$ cat config.mk
export PLATFORM = sky130hd
export DESIGN_NAME = uart_rx
export DESIGN_NICKNAME = d
export VERILOG_FILES = /design/src/rtl/uart_rx.sv
export SDC_FILE = /design/constraint.sdc
export NUM_CORES = 1
export LEC_CHECK = 0
export BUFFER_PORTS_ARGS = -buffer_cell sky130_fd_sc_hd__buf_4
export CAP_MARGIN = 20
export CORE_UTILIZATION = 52
export CTS_CLUSTER_DIAMETER = 200
export DETAILED_ROUTE_END_ITERATION = 6
export GPL_ROUTABILITY_DRIVEN = 0
export PLACE_DENSITY = 0.83
export SLEW_MARGIN = 20
export SYNTH_ARGS = -nofsm -noshare
export SYNTH_HDL_FRONTEND = slang
export SYNTH_SLANG_ARGS = --single-unit
$ cat constraint.sdc
create_clock -name clock -period 1.8 [get_ports clock]
set_input_delay 0.36 -clock clock [delete_from_list [all_inputs] [get_ports clock]]
set_output_delay 0.36 -clock clock [all_outputs]
set_load 0.005 [all_outputs]
$ cat src/rtl/uart_rx.sv
// uart_rx: 8-bit asynchronous serial receiver, LSB first, one stop bit.
// The line is double-flop synchronized and every bit is sampled once at its
// midpoint, timed by a baud counter that restarts on each state change.
// Optional feature: define UART_RX_PARITY_EN to expect an even-parity bit
// between data bit 7 and the stop bit. Without it frames are 8N1 and
// parity_error is tied low.
//
// Output handshake: data_valid, frame_error and parity_error are mutually
// exclusive single-cycle pulses with no back-pressure. data only changes in
// the cycle data_valid is high and holds its value otherwise.
module uart_rx #(
  parameter int CLKS_PER_BIT = 868
) (
  input  logic       clock,
  input  logic       reset,
  input  logic       rx,
  output logic [7:0] data,
  output logic       data_valid,
  output logic       frame_error,
  output logic       parity_error,
  output logic [2:0] fsm_state
);

  localparam int CW = (CLKS_PER_BIT > 1) ? $clog2(CLKS_PER_BIT) : 1;
  localparam logic [CW-1:0] BIT_LAST  = CW'(CLKS_PER_BIT - 1);
  localparam logic [CW-1:0] HALF_LAST = CW'((CLKS_PER_BIT / 2) - 1);

  localparam logic [2:0] IDLE      = 3'd0;
  localparam logic [2:0] START     = 3'd1;
  localparam logic [2:0] DATA      = 3'd2;
`ifdef UART_RX_PARITY_EN
  localparam logic [2:0] PARITY    = 3'd3;
`endif
  localparam logic [2:0] STOP      = 3'd4;
  localparam logic [2:0] WAIT_HIGH = 3'd5;

  logic          rx_meta;
  logic          rx_s;
  logic [2:0]    state;
  logic [CW-1:0] cnt;
  logic [2:0]    bit_idx;
  logic [7:0]    shift;
  logic          parity_ok;

`ifdef UART_RX_PARITY_EN
  logic          parity_bit;
  logic          parity_err_q;

  // Even parity: the received parity bit must equal the XOR of the data bits.
  assign parity_ok    = (^shift) == parity_bit;
  assign parity_error = parity_err_q;
`else
  assign parity_ok    = 1'b1;
  assign parity_error = 1'b0;
`endif

  assign fsm_state = state;

  // Two-flop synchronizer; resets to the idle-high line level.
  always_ff @(posedge clock) begin
    if (reset) begin
      rx_meta <= 1'b1;
      rx_s    <= 1'b1;
    end else begin
      rx_meta <= rx;
      rx_s    <= rx_meta;
    end
  end

  // Frame FSM: midpoint sampling, shift register, result registers and pulses.
  always_ff @(posedge clock) begin
    if (reset) begin
      state        <= IDLE;
      cnt          <= '0;
      bit_idx      <= '0;
      shift        <= '0;
      data         <= '0;
      data_valid   <= 1'b0;
      frame_error  <= 1'b0;
`ifdef UART_RX_PARITY_EN
      parity_bit   <= 1'b0;
      parity_err_q <= 1'b0;
`endif
    end else begin
      data_valid   <= 1'b0;
      frame_error  <= 1'b0;
`ifdef UART_RX_PARITY_EN
      parity_err_q <= 1'b0;
`endif
      case (state)
        IDLE: begin
          cnt <= '0;
          if (!rx_s) state <= START;
        end
        START: begin
          // Half a bit in: a line still low is a real start bit.
          if (cnt == HALF_LAST) begin
            cnt <= '0;
            if (!rx_s) begin
              state   <= DATA;
              bit_idx <= '0;
            end else begin
              state <= IDLE;
            end
          end else begin
            cnt <= cnt + 1'b1;
          end
        end
        DATA: begin
          if (cnt == BIT_LAST) begin
            cnt            <= '0;
            shift[bit_idx] <= rx_s;
            if (bit_idx == 3'd7) begin
              bit_idx <= '0;
`ifdef UART_RX_PARITY_EN
              state   <= PARITY;
`else
              state   <= STOP;
`endif
            end else begin
              bit_idx <= bit_idx + 3'd1;
            end
          end else begin
            cnt <= cnt + 1'b1;
          end
        end
`ifdef UART_RX_PARITY_EN
        PARITY: begin
          if (cnt == BIT_LAST) begin
            cnt        <= '0;
            parity_bit <= rx_s;
            state      <= STOP;
          end else begin
            cnt <= cnt + 1'b1;
          end
        end
`endif
        STOP: begin
          // A low stop bit wins over any parity result.
          if (cnt == BIT_LAST) begin
            cnt <= '0;
            if (rx_s) begin
              state <= IDLE;
              if (parity_ok) begin
                data       <= shift;
                data_valid <= 1'b1;
              end else begin
`ifdef UART_RX_PARITY_EN
                parity_err_q <= 1'b1;
`endif
              end
            end else begin
              frame_error <= 1'b1;
              state       <= WAIT_HIGH;
            end
          end else begin
            cnt <= cnt + 1'b1;
          end
        end
        WAIT_HIGH: begin
          // A held-low line (break) reports once and then waits here.
          cnt <= '0;
          if (rx_s) state <= IDLE;
        end
        default: begin
          cnt   <= '0;
          state <= IDLE;
        end
      endcase
    end
  end

endmodule

; ---- After elaboration in Yosys (flattened, before gate mapping)
; Index checks and enable logic that the tools add are counted.
[op_classes]
mux = 22
n_reduce_logical = 9
n_bitwise = 2
n_addsub = 2
magnitude_cmp = 2
n_eq_ne = 14
[ops]
columns = op, count
row1 = $mux W3, 11
row2 = $mux W10, 2
row3 = $pmux W10 S2, 1
row4 = $pmux W3 S5, 1
row5 = $ne A2 B2 Y1 const B, 7
row6 = $add A10 B1 Y10 const B, 1
row7 = $eq A10 B10 Y1 const B, 1
row8 = $eq A10 B9 Y1 const B, 1
row9 = $eq A3 B3 Y1 const B, 3
row10 = $bwmux W8, 1
row11 = $pmux W3 S2, 1
row12 = $reduce_and A6 Y1, 1
row13 = $lt A3 B4 Y1 const B, 1
row14 = $reduce_and A4 Y1, 1
row15 = $add A3 B1 Y3 const B, 1
row16 = $demux W1 S3, 1
row17 = $eq A3 B1 Y1 const B, 1
row18 = $eq A3 B2 Y1 const B, 1
row19 = $ge A3 B1 Y1 const B, 1
row20 = $logic_not A3 Y1, 1
row21 = $mux W1, 3
row22 = $reduce_and A3 Y1, 1
row23 = $reduce_or A3 Y1, 1
row24 = $mux W2, 1
row25 = 5 further kinds, 6
[word_totals]
out_inout_bits = 14
reg_bits = 36

; ---- Logic depth before layout (Yosys ltp)
[logic_depth]
depth_word = 5
ltp_mapped = 7
mapped_depth_nobuf = 7

; ---- Least setup slack after synthesis
; No wires, ideal clock.
[synth_path]
path_type = register to register
start = register cnt[0]
end = register bit_idx[1]
synth_period_minus_slack_ns = 1.849
t_arrival_ns = 1.778
path_buffers = 0
required_ns = 1.729
path_stages_with_launch = 7
path_slack_ns = -0.049
path_cell_list = dfxtp_1 -> ha_1 -> nand4bb_1 -> nor3_2 -> o21ai_2 -> or4b_1 -> a21oi_1
[synth_between]
elab_chain_len = 3
[synth_rtl]
columns = element, line
row1 = "start, declared", 40  ; logic [CW-1:0] cnt;
row2 = "start signal, assigned", 106  ; cnt <= cnt + 1'b1;
row3 = "start signal, assigned", 124  ; cnt <= cnt + 1'b1;
row4 = "start signal, assigned", 157  ; cnt <= cnt + 1'b1;
row5 = $eq A10 B10 Y1 or $eq A10 B9 Y1 (tied branches), "110, 97"
row6 = $ne A2 B2 Y1 (no line), -
row7 = $reduce_and A4 Y1 (no line) *, -
row8 = "end signal, assigned", 121  ; bit_idx <= bit_idx + 3'd1;
row9 = "end, declared", 41  ; logic [2:0] bit_idx;
; Every way passes the cells marked *; elsewhere a longest branch is shown, timed or not.
; A chain may end at the register's enable or synchronous reset.

; ---- Final worst setup path
[layout_path]
start = register state[0] (netlist: fsm_state[0])
end = register bit_idx[1]
[layout_between]
elab_chain_len = 3
[layout_rtl]
columns = element, line
row1 = "start, declared", 39  ; logic [2:0] state;
row2 = "start signal, assigned", 73  ; state <= IDLE;
row3 = "start signal, assigned", 93  ; if (!rx_s) state <= START;
row4 = "start signal, assigned", 100  ; state <= DATA;
row5 = $eq A3 B1 Y1 or $eq A3 B2 Y1 (tied branches), 90  ; case (state)
row6 = $ne A2 B2 Y1 (no line) or $reduce_bool A2 Y1 (tied branches), -
row7 = $reduce_and A4 Y1 (no line), -
; Several ways; a longest one is shown, not always the timed one.

==> metrics list <==
* Routed WL per cell: 13.3 um
* Overall die width: 59.2 um
* Average vias per placed instance: 5.31
- Final instance count without filler cells: 274
* Reg-to-reg critical path startpoint: fsm_state[0]
- Clk sink count: 36
- Entering global routing, the biggest net connects 28 pins.
- Distinct cell type count of the synthesized netlist: 41
* Setup repair after global routing missed its margin: yes
* Post-synthesis instance area: 1700 sq um
- 0 antenna diodes ended up in the layout.
* Critical-path maximum fanout: 6
* Worst Hold Margin: 0.203 ns
- Largest voltage drop on the vdd net: 0.000530 V
- In the post-route analysis, the smallest setup slack over all paths is 0.000519 ns.
- The worst register-to-register path has a setup slack of 0.0005 ns.
- For the worst setup path, the data arrival time is 2.07 ns.
- A synthesized cell averages 9.01 sq um.
* Worst reg2reg path depth: 6
- Total detailed-routing wirelength: 3640 um
- FF+latch count, synth: 36
* Portion of the clock cycle consumed by the worst path in the final layout: 100%
- Total Nets Final: 237
- Initial standard-cell utilization of the core: 55.3%
* Initial antenna violation count: 0
* Total grt overflow: 0
- Post-route clock skew: 0.00509 ns
* Site row count: 20
* Critical path capture point type: flop
- The detail route stage leaves a number of antenna-violating nets equal to 0.
- Final Total Pwr: 1.45 mW
- The share of the Yosys chip area taken by registers is 42.3%.
* Placement Setup Slack: -0.0478 ns
- DRC viols: 0
- Cells after DPL: 264
- Power density of the placed cells: 674 nW/um^2
- The most critical setup path has its startpoint at fsm_state[0].
- HPWL reported at the end of detailed placement: 2410 um
* Achievable Freq: 556 MHz
- Final critical-path required period: 1.80 ns
- Iteration count of the initial detailed-routing pass: 4
- In this run, synthesis inferred 0 flip-flops with an integrated enable.
- Final count of negative-setup-slack endpoints: 0
- Number of global-route vias before repair: 1273
- The longest clock path from root to sink contains 2 buffers.
* Type of element launching the critical path: flop
- Cell count after synthesis: 189
* Core outline area: 3080 sq um
- Count of buffers inserted at the top-level ports: 15
- Prevailing post-synth register cell: sky130_fd_sc_hd__dfxtp_1
- The worst register-to-register path ends at bit_idx[1].
* Iter 0 DRT Violations: 66
* Data required time at the worst endpoint: 2.07 ns
- Of all flip-flops after synthesis, the portion carrying an async set or reset was 0%.
- Synth Warn #: 0
- Status: finished clean
- CTS root buffer: sky130_fd_sc_hd__clkbuf_4
* Clock Latency Late Sink: 0.34 ns
- For this run, the total global-route usage over all layers was measured as 21.8%.
* Clock tree from TritonCTS: done
* Inserted Clock Buffers: 5
* Die outline height: 59.2 um
- Number of maximum-capacitance violations: 0
- Layout cells sized above 1: 32.6%
* HP Class: primary input to flop
- The first global-routing pass estimated 5620 um of wire.
* Post-synthesis net count: 196
* Overall via count from detail_route: 1454
- Type of the setup path with the least slack: flop to flop
- Boundary pin count: 17
- Area Overhead vs Synth: 26.5%
* Clock slew at the register clock pins of the worst setup and hold paths: 0.09 ns
- The number of failing hold endpoints at the final stage came to 0.
* Count of pins over their slew limit: 0
* H-tree depth reported by CTS: 2
* Static leakage power: 0.973 nW
- The floorplan step defined a die boundary enclosing 3510 sq um.
- Worst setup path end: bit_idx[1]
## logic make-up (layout without fill, tap and decap cells)
| group | count (synthesis) | count (layout) | synth area share, % |
|---|---|---|---|
| and+or+nand+nor | 93 | 93 | 30.6 |
| DFF | 36 | 36 | 42.3 |
| muxes | 17 | 17 | 9.99 |
| AOI/OAI and AO/OA | 15 | 15 | 5.51 |
| buffers and inverters | 13 | 54 | 3.31 |
| xor gates and xnor gates | 10 | 10 | 5.14 |
| adders and majority gates | 4 | 4 | 2.94 |
| other | 1 | 1 | 0.220 |
## final cells by class
cell class	instances	area, sq um
fillers	233	923
inverters	4	15.0
clock inverters	1	5.00
flip-flops and latches	36	731
clock buffers	6	41.3
well taps	44	55.1
repair buffers	43	334
multi-input cells	140	973
## synthesized netlist by cell type (3+ instances only)
library cell / n / share of area (%)
sky130_fd_sc_hd__clkbuf_1: 4 / 0.88
sky130_fd_sc_hd__ha_1: 4 / 2.9
sky130_fd_sc_hd__or2_2: 5 / 1.8
sky130_fd_sc_hd__a21oi_1: 7 / 2.1
sky130_fd_sc_hd__nand2_1: 16 / 3.5
sky130_fd_sc_hd__nor2_1: 36 / 7.9
sky130_fd_sc_hd__nand3_1: 6 / 1.8
sky130_fd_sc_hd__inv_1: 4 / 0.88
sky130_fd_sc_hd__xnor2_1: 6 / 3.1
sky130_fd_sc_hd__dfxtp_1: 36 / 42
sky130_fd_sc_hd__xor2_1: 4 / 2.1
sky130_fd_sc_hd__nor3_1: 3 / 0.88
sky130_fd_sc_hd__buf_2: 3 / 0.88
sky130_fd_sc_hd__mux2i_1: 17 / 10
sky130_fd_sc_hd__nor4_1: 3 / 1.1
sky130_fd_sc_hd__nand4_1: 3 / 1.1
## worst min path at each step
stage	startpoint	to	slack [ns]	depth (start not counted)
2_1_floorplan	rx_meta	rx_s	0.39	1
3_3_place_gp	rx_meta	rx_s	0.39	1
3_5_place_dp	rx_meta	rx_s	0.40	1
4_1_cts	rx	rx_meta	0.19	2
5_1_grt	rx	rx_meta	0.18	2
6_report	rx	rx_meta	0.20	2
## per-layer routing
layer	GRT usage (%)	part of all wire (%)
met5	0	0
met4	7.14	1.3
met3	6.77	5.6
met2	33.7	47
met1	28.9	46
## power breakdown
| part | switching (mW) | internal [mW] |
|---|---|---|
| Combinational | 0.124 | 0.117 |
| Sequential | 0.0142 | 0.810 |
| Clock | 0.245 | 0.144 |
## worst max-delay path, cell delays in order (launching register included)
cell                      delay (ns)
sky130_fd_sc_hd__dfxtp_2        0.35
sky130_fd_sc_hd__buf_6          0.13
sky130_fd_sc_hd__or3b_1         0.41
sky130_fd_sc_hd__nor3_4         0.14
sky130_fd_sc_hd__o21ai_2        0.08
sky130_fd_sc_hd__or4b_1         0.48
sky130_fd_sc_hd__a21oi_1        0.15
## metrics by stage
step	utilization (%)	TNS, ns	area [sq um]
after global placement	65.7	-0.0573	2020
after detailed placement	65.7	-0.0735	2020
after CTS	67.7	-0.0110	2080
after floorplan	-	0	1710
after global routing	70.0	-0.191	2150
final	70.0	0	2150
## state kept, by name, summed over array words and instances (netlist names)
signal and flops:
data 8, fsm_state 3, rx_s 1, shift 8, data_valid 1, frame_error 1, rx_meta 1, cnt 10
bit_idx 3
## placed cells by master, fill, tap and decap left out, types with 3 or more instances in the layout
master,instances
sky130_fd_sc_hd__xnor2_1,6
sky130_fd_sc_hd__nor2_1,36
sky130_fd_sc_hd__mux2i_1,17
sky130_fd_sc_hd__nand4_1,3
sky130_fd_sc_hd__buf_4,40
sky130_fd_sc_hd__nor3_1,3
sky130_fd_sc_hd__a21oi_1,7
sky130_fd_sc_hd__buf_6,3
sky130_fd_sc_hd__nand3_1,6
sky130_fd_sc_hd__nand2_1,15
sky130_fd_sc_hd__xor2_1,4
sky130_fd_sc_hd__inv_1,4
sky130_fd_sc_hd__clkbuf_4,5
sky130_fd_sc_hd__dfxtp_2,5
sky130_fd_sc_hd__dfxtp_1,30
sky130_fd_sc_hd__nor4_1,3
sky130_fd_sc_hd__or2_2,5
## what timing repair did
action	CTS	global route
resized for setup	4	14
buffers inserted	1	2
pin swaps	3	4
hold buffers	0	0
setup endpoints to repair	8	18
(Power assumes the default switching activity.)
